[src/rtl/strobe_rate_bridge.sv]
// Strobe-rate bridge: a small circular FIFO between an input clock-enable (eni)
// and an output clock-enable (eno). A prefill stage holds off reads until enough samples are buffered.
module strobe_rate_bridge #(
  parameter int W       = 10,
  parameter int DEPTH   = 4,
  parameter int PREFILL = 2,
  parameter int CNTW    = 16
) (
  input  logic                       clk,
  input  logic                       rst_n,
  input  logic                       eni,
  input  logic                       eno,
  input  logic signed [W-1:0]        in,
  input  logic                       hold_mode,
  input  logic                       resync_en,
  input  logic                       clr_stat,
  output logic signed [W-1:0]        out,
  output logic                       out_vld,
  output logic [$clog2(DEPTH):0]     level,
  output logic                       running,
  output logic [CNTW-1:0]            ovf_cnt,
  output logic [CNTW-1:0]            unf_cnt,
  output logic                       ovf_flag,
  output logic                       unf_flag
);

  localparam int AW = $clog2(DEPTH);
  localparam int LW = AW + 1;
  localparam logic [LW-1:0] FULL_LVL = LW'(DEPTH);
  localparam logic [LW-1:0] PRE_LVL  = LW'(PREFILL);

  typedef enum logic {FILL = 1'b0, RUN = 1'b1} state_t;

  state_t                r_state, w_state_nxt;
  logic [W-1:0]          r_mem [DEPTH];
  logic [AW-1:0]         r_wp, r_rp;
  logic [LW-1:0]         r_level, w_level_nxt;
  logic signed [W-1:0]   r_out;
  logic                  r_out_vld;
  logic [CNTW-1:0]       r_ovf_cnt, r_unf_cnt;
  logic                  r_ovf_flag, r_unf_flag;

  logic w_rd, w_wr, w_ovf, w_unf, w_fill;

  // A read in the same cycle frees a slot, so a full FIFO still accepts a write.
  assign w_rd   = eno && (r_state == RUN) && (r_level != '0);
  assign w_wr   = eni && ((r_level != FULL_LVL) || w_rd);
  assign w_ovf  = eni && !w_wr;
  assign w_fill = eno && !w_rd;
  assign w_unf  = eno && (r_state == RUN) && (r_level == '0);

  assign w_level_nxt = r_level + LW'(w_wr) - LW'(w_rd);

  // Saturating event counter; an event in the same cycle as a clear leaves it at 1.
  function automatic logic [CNTW-1:0] f_cnt_nxt(input logic [CNTW-1:0] cnt,
                                                input logic ev, input logic clr);
    logic [CNTW-1:0] base;
    base = clr ? '0 : cnt;
    if (ev && (base != '1)) return base + 1'b1;
    return base;
  endfunction

  always_comb begin
    w_state_nxt = r_state;
    case (r_state)
      FILL:    if (w_level_nxt >= PRE_LVL) w_state_nxt = RUN;
      RUN:     if (w_unf && resync_en)     w_state_nxt = FILL;
      default: w_state_nxt = FILL;
    endcase
  end

  always_ff @(posedge clk) begin
    if (!rst_n) r_state <= FILL;
    else        r_state <= w_state_nxt;
  end

  always_ff @(posedge clk) begin
    if (w_wr) r_mem[r_wp] <= in;
  end

  always_ff @(posedge clk) begin
    if (!rst_n) begin
      r_wp      <= '0;
      r_rp      <= '0;
      r_level   <= '0;
      r_out     <= '0;
      r_out_vld <= 1'b0;
    end else begin
      if (w_wr) r_wp <= r_wp + 1'b1;
      if (w_rd) r_rp <= r_rp + 1'b1;
      r_level   <= w_level_nxt;
      r_out_vld <= w_rd;
      if (w_rd)                     r_out <= r_mem[r_rp];
      else if (w_fill && !hold_mode) r_out <= '0;
    end
  end

  always_ff @(posedge clk) begin
    if (!rst_n) begin
      r_ovf_cnt  <= '0;
      r_unf_cnt  <= '0;
      r_ovf_flag <= 1'b0;
      r_unf_flag <= 1'b0;
    end else begin
      r_ovf_cnt  <= f_cnt_nxt(r_ovf_cnt, w_ovf, clr_stat);
      r_unf_cnt  <= f_cnt_nxt(r_unf_cnt, w_unf, clr_stat);
      r_ovf_flag <= w_ovf || (r_ovf_flag && !clr_stat);
      r_unf_flag <= w_unf || (r_unf_flag && !clr_stat);
    end
  end

  assign out      = r_out;
  assign out_vld  = r_out_vld;
  assign level    = r_level;
  assign running  = (r_state == RUN);
  assign ovf_cnt  = r_ovf_cnt;
  assign unf_cnt  = r_unf_cnt;
  assign ovf_flag = r_ovf_flag;
  assign unf_flag = r_unf_flag;

endmodule

[config.mk]
export PLATFORM = sky130hd
export DESIGN_NAME = strobe_rate_bridge
export DESIGN_NICKNAME = d
export VERILOG_FILES = /design/src/rtl/strobe_rate_bridge.sv
export SDC_FILE = /design/constraint.sdc
export NUM_CORES = 1
export LEC_CHECK = 0
export BUFFER_PORTS_ARGS = -buffer_cell sky130_fd_sc_hd__clkbuf_2
export CAP_MARGIN = 20
export CORE_UTILIZATION = 40
export DETAILED_ROUTE_END_ITERATION = 10
export GPL_TIMING_DRIVEN = 1
export PLACE_DENSITY_LB_ADDON = 0.08
export RECOVER_POWER = 100
export SLEW_MARGIN = 30
export SYNTH_ARGS = -nofsm -noshare
export SYNTH_HDL_FRONTEND = slang
export SYNTH_SLANG_ARGS = --single-unit
[constraint.sdc]
create_clock -name clk -period 2.95 [get_ports clk]
set_input_delay 0.1475 -clock clk [delete_from_list [all_inputs] [get_ports clk]]
set_output_delay 0.1475 -clock clk [all_outputs]
set_load 0.05 [all_outputs]
Yosys cells after proc, flatten, opt, wreduce, memory -nomap -nowiden
Memories as Yosys holds them, arrays and structs flattened. A register that Yosys moved wholly into a read port is not among the register bits.
Cells that the tools add are included.
- register bits after elaboration: 53
- memory bits (writable): 40
- input port bits: 17
- output and inout bits: 49
- memories: 1
- $add $sub $neg: 6
- magnitude comparators: 1
- equality and inequality tests: 3
- multiplexer cells: 19
- bitwise operators: 1
- reduce and logical (&&, ||, !) cells: 22
- memories (name ; depth ; bits a word ; read ports ; clocked after Yosys merged registers in ; write ports ; line ; text):
    r_mem ; 4 ; 10 ; 1 ; 1 ; 1 ; 35 ; logic [W-1:0] r_mem [DEPTH];
- operators with widths (cell ; count):
    16-bit two-way mux ; 6
    16-bit by 1-bit adder with 16-bit output (second input constant) ; 2
    16-bit != test (second input constant) ; 2
    10-bit two-way mux ; 2
    1-bit logical AND ; 12
    1-bit two-way mux ; 8
    2-bit by 1-bit adder with 2-bit output (second input constant) ; 2
    1-bit zero test ; 4
    2-bit two-way mux ; 2
    3-bit by 1-bit adder with 3-bit output ; 1
    3-bit by 2-bit >= comparator with 1-bit output (second input constant) ; 1
    3-bit zero test ; 1
    1-bit logical OR ; 3
    3-bit != test (second input constant) ; 1
    3-bit nonzero test ; 1
    3-bit by 1-bit subtractor with 3-bit output ; 1
    1-bit case mux with 2 select lines ; 1
    2-bit nonzero test ; 1
    1-bit NOT ; 1

Longest topological paths before layout
- depth in word-level cells: 10
- mapped depth: 14
- mapped depth without buffers: 14

Worst setup path before layout
No wires, ideal clock.
- kind: reg2reg
- start: reg r_state (netlist: running)
- end: reg r_state (netlist: running)
- arrival: 2.647 ns
- slack: 0.229 ns
- stages on the path, launching flop included: 15
- buffers on the path: 0
- period minus slack after synthesis: 2.721 ns
- path through: dfxtp_1 > nand2_1 > nand3_1 > and2_1 > inv_1 > ha_1 > inv_1 > ha_1 > inv_1 > fa_1 > xor2_1 > xnor2_1 > nand3b_1 > nand2_1 > a31oi_1
- word-level cells in the longest chain between the ends: 9
- elaborated cells between the ends (all ways): 13
- RTL lines (item ; line ; text):
    start, declared ; 34 ; state_t r_state, w_state_nxt;
    start signal, assigned ; 74 ; else r_state <= w_state_nxt;
    1-bit logical AND ; 46, 50 ;
    1-bit logical AND ; 46 ; assign w_rd = eno && (r_state == RUN) && (r_level != '0);
    1-bit logical OR ; 47 ; assign w_wr = eni && ((r_level != FULL_LVL) || w_rd);
    1-bit logical AND ; 47 ;
    3-bit by 1-bit adder with 3-bit output ; 52 ; assign w_level_nxt = r_level + LW'(w_wr) - LW'(w_rd);
    3-bit by 1-bit subtractor with 3-bit output ; 52 ;
    3-bit by 2-bit >= comparator with 1-bit output ; 66 ; FILL: if (w_level_nxt >= PRE_LVL) w_state_nxt = RUN;
    1-bit two-way mux ; 66 ;
    1-bit case mux with 2 select lines * ; 65 ; case (r_state)
Mark *: on every way between the ends. The rest lies on a longest branch, timed or not.
A chain may end at the register's enable or synchronous reset.

Worst setup path after layout
- start: reg r_level[1] (netlist: level[1])
- end: reg r_state (netlist: running)
- word-level cells in the longest chain between the ends: 9
- elaborated cells between the ends (all ways): 14
- RTL lines (item ; line ; text):
    start, declared ; 37 ; logic [LW-1:0] r_level, w_level_nxt;
    start signal, assigned ; 91 ; r_level <= w_level_nxt;
    3-bit nonzero test * ; 46 ;
    1-bit logical AND * ; 46 ;
    net w_rd ; 43 ; logic w_rd, w_wr, w_ovf, w_unf, w_fill;
    1-bit logical OR ; 47 ;
    1-bit logical AND ; 47 ;
    3-bit by 1-bit adder with 3-bit output ; 52 ;
    3-bit by 1-bit subtractor with 3-bit output * ; 52 ;
    3-bit by 2-bit >= comparator with 1-bit output * ; 66 ;
    1-bit two-way mux * ; 66 ;
    1-bit case mux with 2 select lines * ; 65 ;
The timed path passes the listed nets; every way through them passes the cells marked *.

==> run_results.csv <==
group,metric,value,unit
run_status,status,"finished, final reports clean",
clock_tree,cts_resized,0,
clock_tree,cts_max_path_buffers,2,
detailed_routing,route.detailed.drc,0,
synthesis,ys.flop_type,"dfxtp_1",
cells_and_area,antenna_cells,0,
placement,placed_cells,547,
sta,slew_violations,0,
power,vdd_drop_max,0.0002208,V
detailed_routing,wl_per_cell,15.33,um
critical_path,worstPathMaxFanout,7,
sta,fin_skew,8.853,ps
critical_path,worstPathRequired,3180,ps
clock_tree,cts.htree.levels,3,
die,rows,36,
synthesis,synth_commonest_cells,"dfxtp_1 (55), edfxtp_1 (40), nand2_1 (32), and2_1 (21), xnor2_1 (20)",
synthesis,syn_nets,384,
die,fp.coreArea,9955,um2
cells_and_area,num-nets-final,459,
grt,grt_max_degree,31,
critical_path,worst_setup_path_start_kind,"flop",
critical_path,r2r-start,"level[1]$_SDFF_PN0_",
detailed_routing,drt_wl_total,8752,um
sta,post-route-period-util,0.8828,
synthesis,synth-async-reset-ratio,0,
critical_path,end_kind,"flop",
critical_path,reg2reg_to,"running$_SDFF_PN0_",
grt,grt_pass1_wl,14120,um
detailed_routing,firstDrtPassIters,5,
synthesis,yosys_warnings,0,
die,chipHeight,104.1,um
clock_tree,clock_sinks,95,
cells_and_area,area_growth_syn_to_layout,15.38,%
placement,hpwl,6110,um
power,finalPower,0.003031,W
worst_hold_path,min_path_type,"in -> reg",
clock_tree,clk_pin_slew,90,ps
synthesis,synth_edf_count,40,
critical_path,cp-startpoint,"level[1]$_SDFF_PN0_",
power,p_per_area,630.5,nW/um2
placement,place_congestion,0.7645,
grt,grt_pass1_vias,2726,
synthesis,synth_cells,358,
sta,hold_ws,62.75,ps
sta,max_clock_freq,0.3840,GHz
die,fp.dieArea,10830,um2
die,ioPinCount,66,
critical_path,cp-endpoint,"running$_SDFF_PN0_",
detailed_routing,vias_per_cell,5.105,
sta,setup_tns,0,ps
synthesis,post-synth-top-count-cell,"dfxtp_1",
synthesis,ys_ff_latch,95,
sta,finalHoldViolCount,0,
synthesis,synth.area.top_cells,"edfxtp_1 (29%), dfxtp_1 (26%), mux4_2 (5.4%), xnor2_1 (4.2%), and2_1 (3.2%)",
job,drv_cap,0,
critical_path,arrival,2840,ps
critical_path,reg2reg_depth,12,
synthesis,ys_seq_area_frac,0.5526,
die,fp.dieW,104.1,um
cells_and_area,fin_cells,571,
grt,grt_remaining_overflow,0,
synthesis,synth.largest_area_cell,"edfxtp_1",
power,p_leak,1.674,nW
synthesis,syn_avg_cell_area,11.64,um2
grt,track_usage,0.1692,
cells_and_area,drive_above_1_share,0.1005,
die,initial_core_util,0.4186,
sta,rsz0062_at_grt,"no",
detailed_routing,num_vias,2915,
critical_path,r2r_setup_slack,350,ps
detailed_routing,drtAntennaViolNets,0,
placement,placed_area,4626,um2
clock_tree,clk_latency,360,ps
detailed_routing,drt_iter0_drc,86,
sta,setup_viol,0,
clock_tree,cts_root_buf,"clkbuf_8",
synthesis,synth.top_cell.area_share,0.2883,
critical_path,worstSetupPathType,"reg -> reg",
cells_and_area,final_cell_area,4807,um2
clock_tree,cts_buffers,9,
synthesis,syn-cell-area,4166,um2
sta,period_minus_slack,2604,ps
sta,tightestPinTransition,740.0,ps
synthesis,synth.distinct_cells,54,
clock_tree,cts_tree,"built",
sta,slew_headroom,0.5048,
grt,grt_antenna_before_repair,0,
placement,port_buffers,65,
cell families after synthesis:
family / count (synthesis) / share of synthesized area
compound gates: 55 / 0.09279
buf+inv: 26 / 0.02583
simple gates: 141 / 0.1997
flops: 95 / 0.5526
fa+ha+maj: 9 / 0.02883
mux: 10 / 0.05406
xor+xnor: 22 / 0.04625
what timing repair did:
action / 4_1_cts / 5_1_grt
hold buffers: 7 / 1
setup buffers: 0 / 0
hold endpoints to repair: 25 / 2
metrics by stage:
step / worst slack, ps / util
after floorplan: 228.5 / -
after global placement: 445.4 / 0.4647
after detailed placement: 357.7 / 0.4647
after CTS: 332.2 / 0.4913
after global routing: 71.67 / 0.4829
final: 345.7 / 0.4829
placed cells by master, fill, tap and decap left out, types with 3 or more instances in the layout:
cell and count:
ha_1 8, clkbuf_2 6, o21ai_0 12, or3_1 5, nor2_1 17, and3_1 9
nor3_1 4, xnor2_1 20, edfxtp_1 40, o2111ai_1 3, dfxtp_1 55, clkbuf_8 9
and4b_2 4, nand2_1 32, and2_1 10, nor2b_1 11, and2_0 12, dlygate4sd3_1 8
nand3_1 14, mux4_2 10, clkbuf_1 61, a21oi_1 13, nand4_1 6, a22o_1 9
a211oi_1 4, inv_1 13
registers in the layout, summed over array words and instances, names as in the netlist, named ones only:
signal / count
ovf_cnt: 16
ovf_flag: 1
unf_cnt: 16
out_vld: 1
level: 3
unf_flag: 1
r_rp: 2
r_wp: 2
out: 10
running: 1
r_mem: 40
how the worst min path moves through the flow:
stage / startpoint / cells after the start / slack [ps] / to
floorplan: resync_en / 1 / 250 / running$_SDFF_PN0_
global placement: resync_en / 2 / 350 / running$_SDFF_PN0_
detailed placement: resync_en / 2 / 370 / running$_SDFF_PN0_
CTS: in[7] / 1 / 0.2 / r_mem[0][7]$_DFFE_PP_
global route: in[1] / 1 / 60 / r_mem[0][1]$_DFFE_PP_
finish: in[5] / 1 / 60 / r_mem[0][5]$_DFFE_PP_
area by class of cell:
class | instances | area, um2
multi-input cells | 237 | 1740
inverters | 14 | 52.55
repair buffers | 76 | 350.3
fillers | 957 | 5147
flip-flops and latches | 95 | 2302
clock buffers | 10 | 127.6
well taps | 133 | 166.4
clock inverters | 6 | 67.56
worst max-delay path, cell delays in order, from the launching register on:
cell and delay, ps:
dfxtp_1 480, nor3_2 110, nor2_1 390, ha_1 310, inv_1 60, ha_1 130
inv_1 50, fa_1 370, xor2_1 160, xnor2_1 210, nand3b_1 100, nand2_1 70
a31oi_1 40
where the power goes:
group	internal, W	leakage [nW]	total [W]	switching [W]
registers	0.00149	0.812	0.00157	0.0000809
logic	0.000206	0.769	0.000606	0.000400
clock network	0.000397	0.0933	0.000858	0.000461
total	0.00209	1.67	0.00303	0.000942
metal layers:
layer	global-route usage	wire [um]	vias to the layer above
met5	0	0	-
met4	0.07755	93	0
met3	0.03383	330	8
met2	0.2767	4332	64
met1	0.2162	3995	1388
li1	-	-	1455
Power figures use the tool's default switching activity.
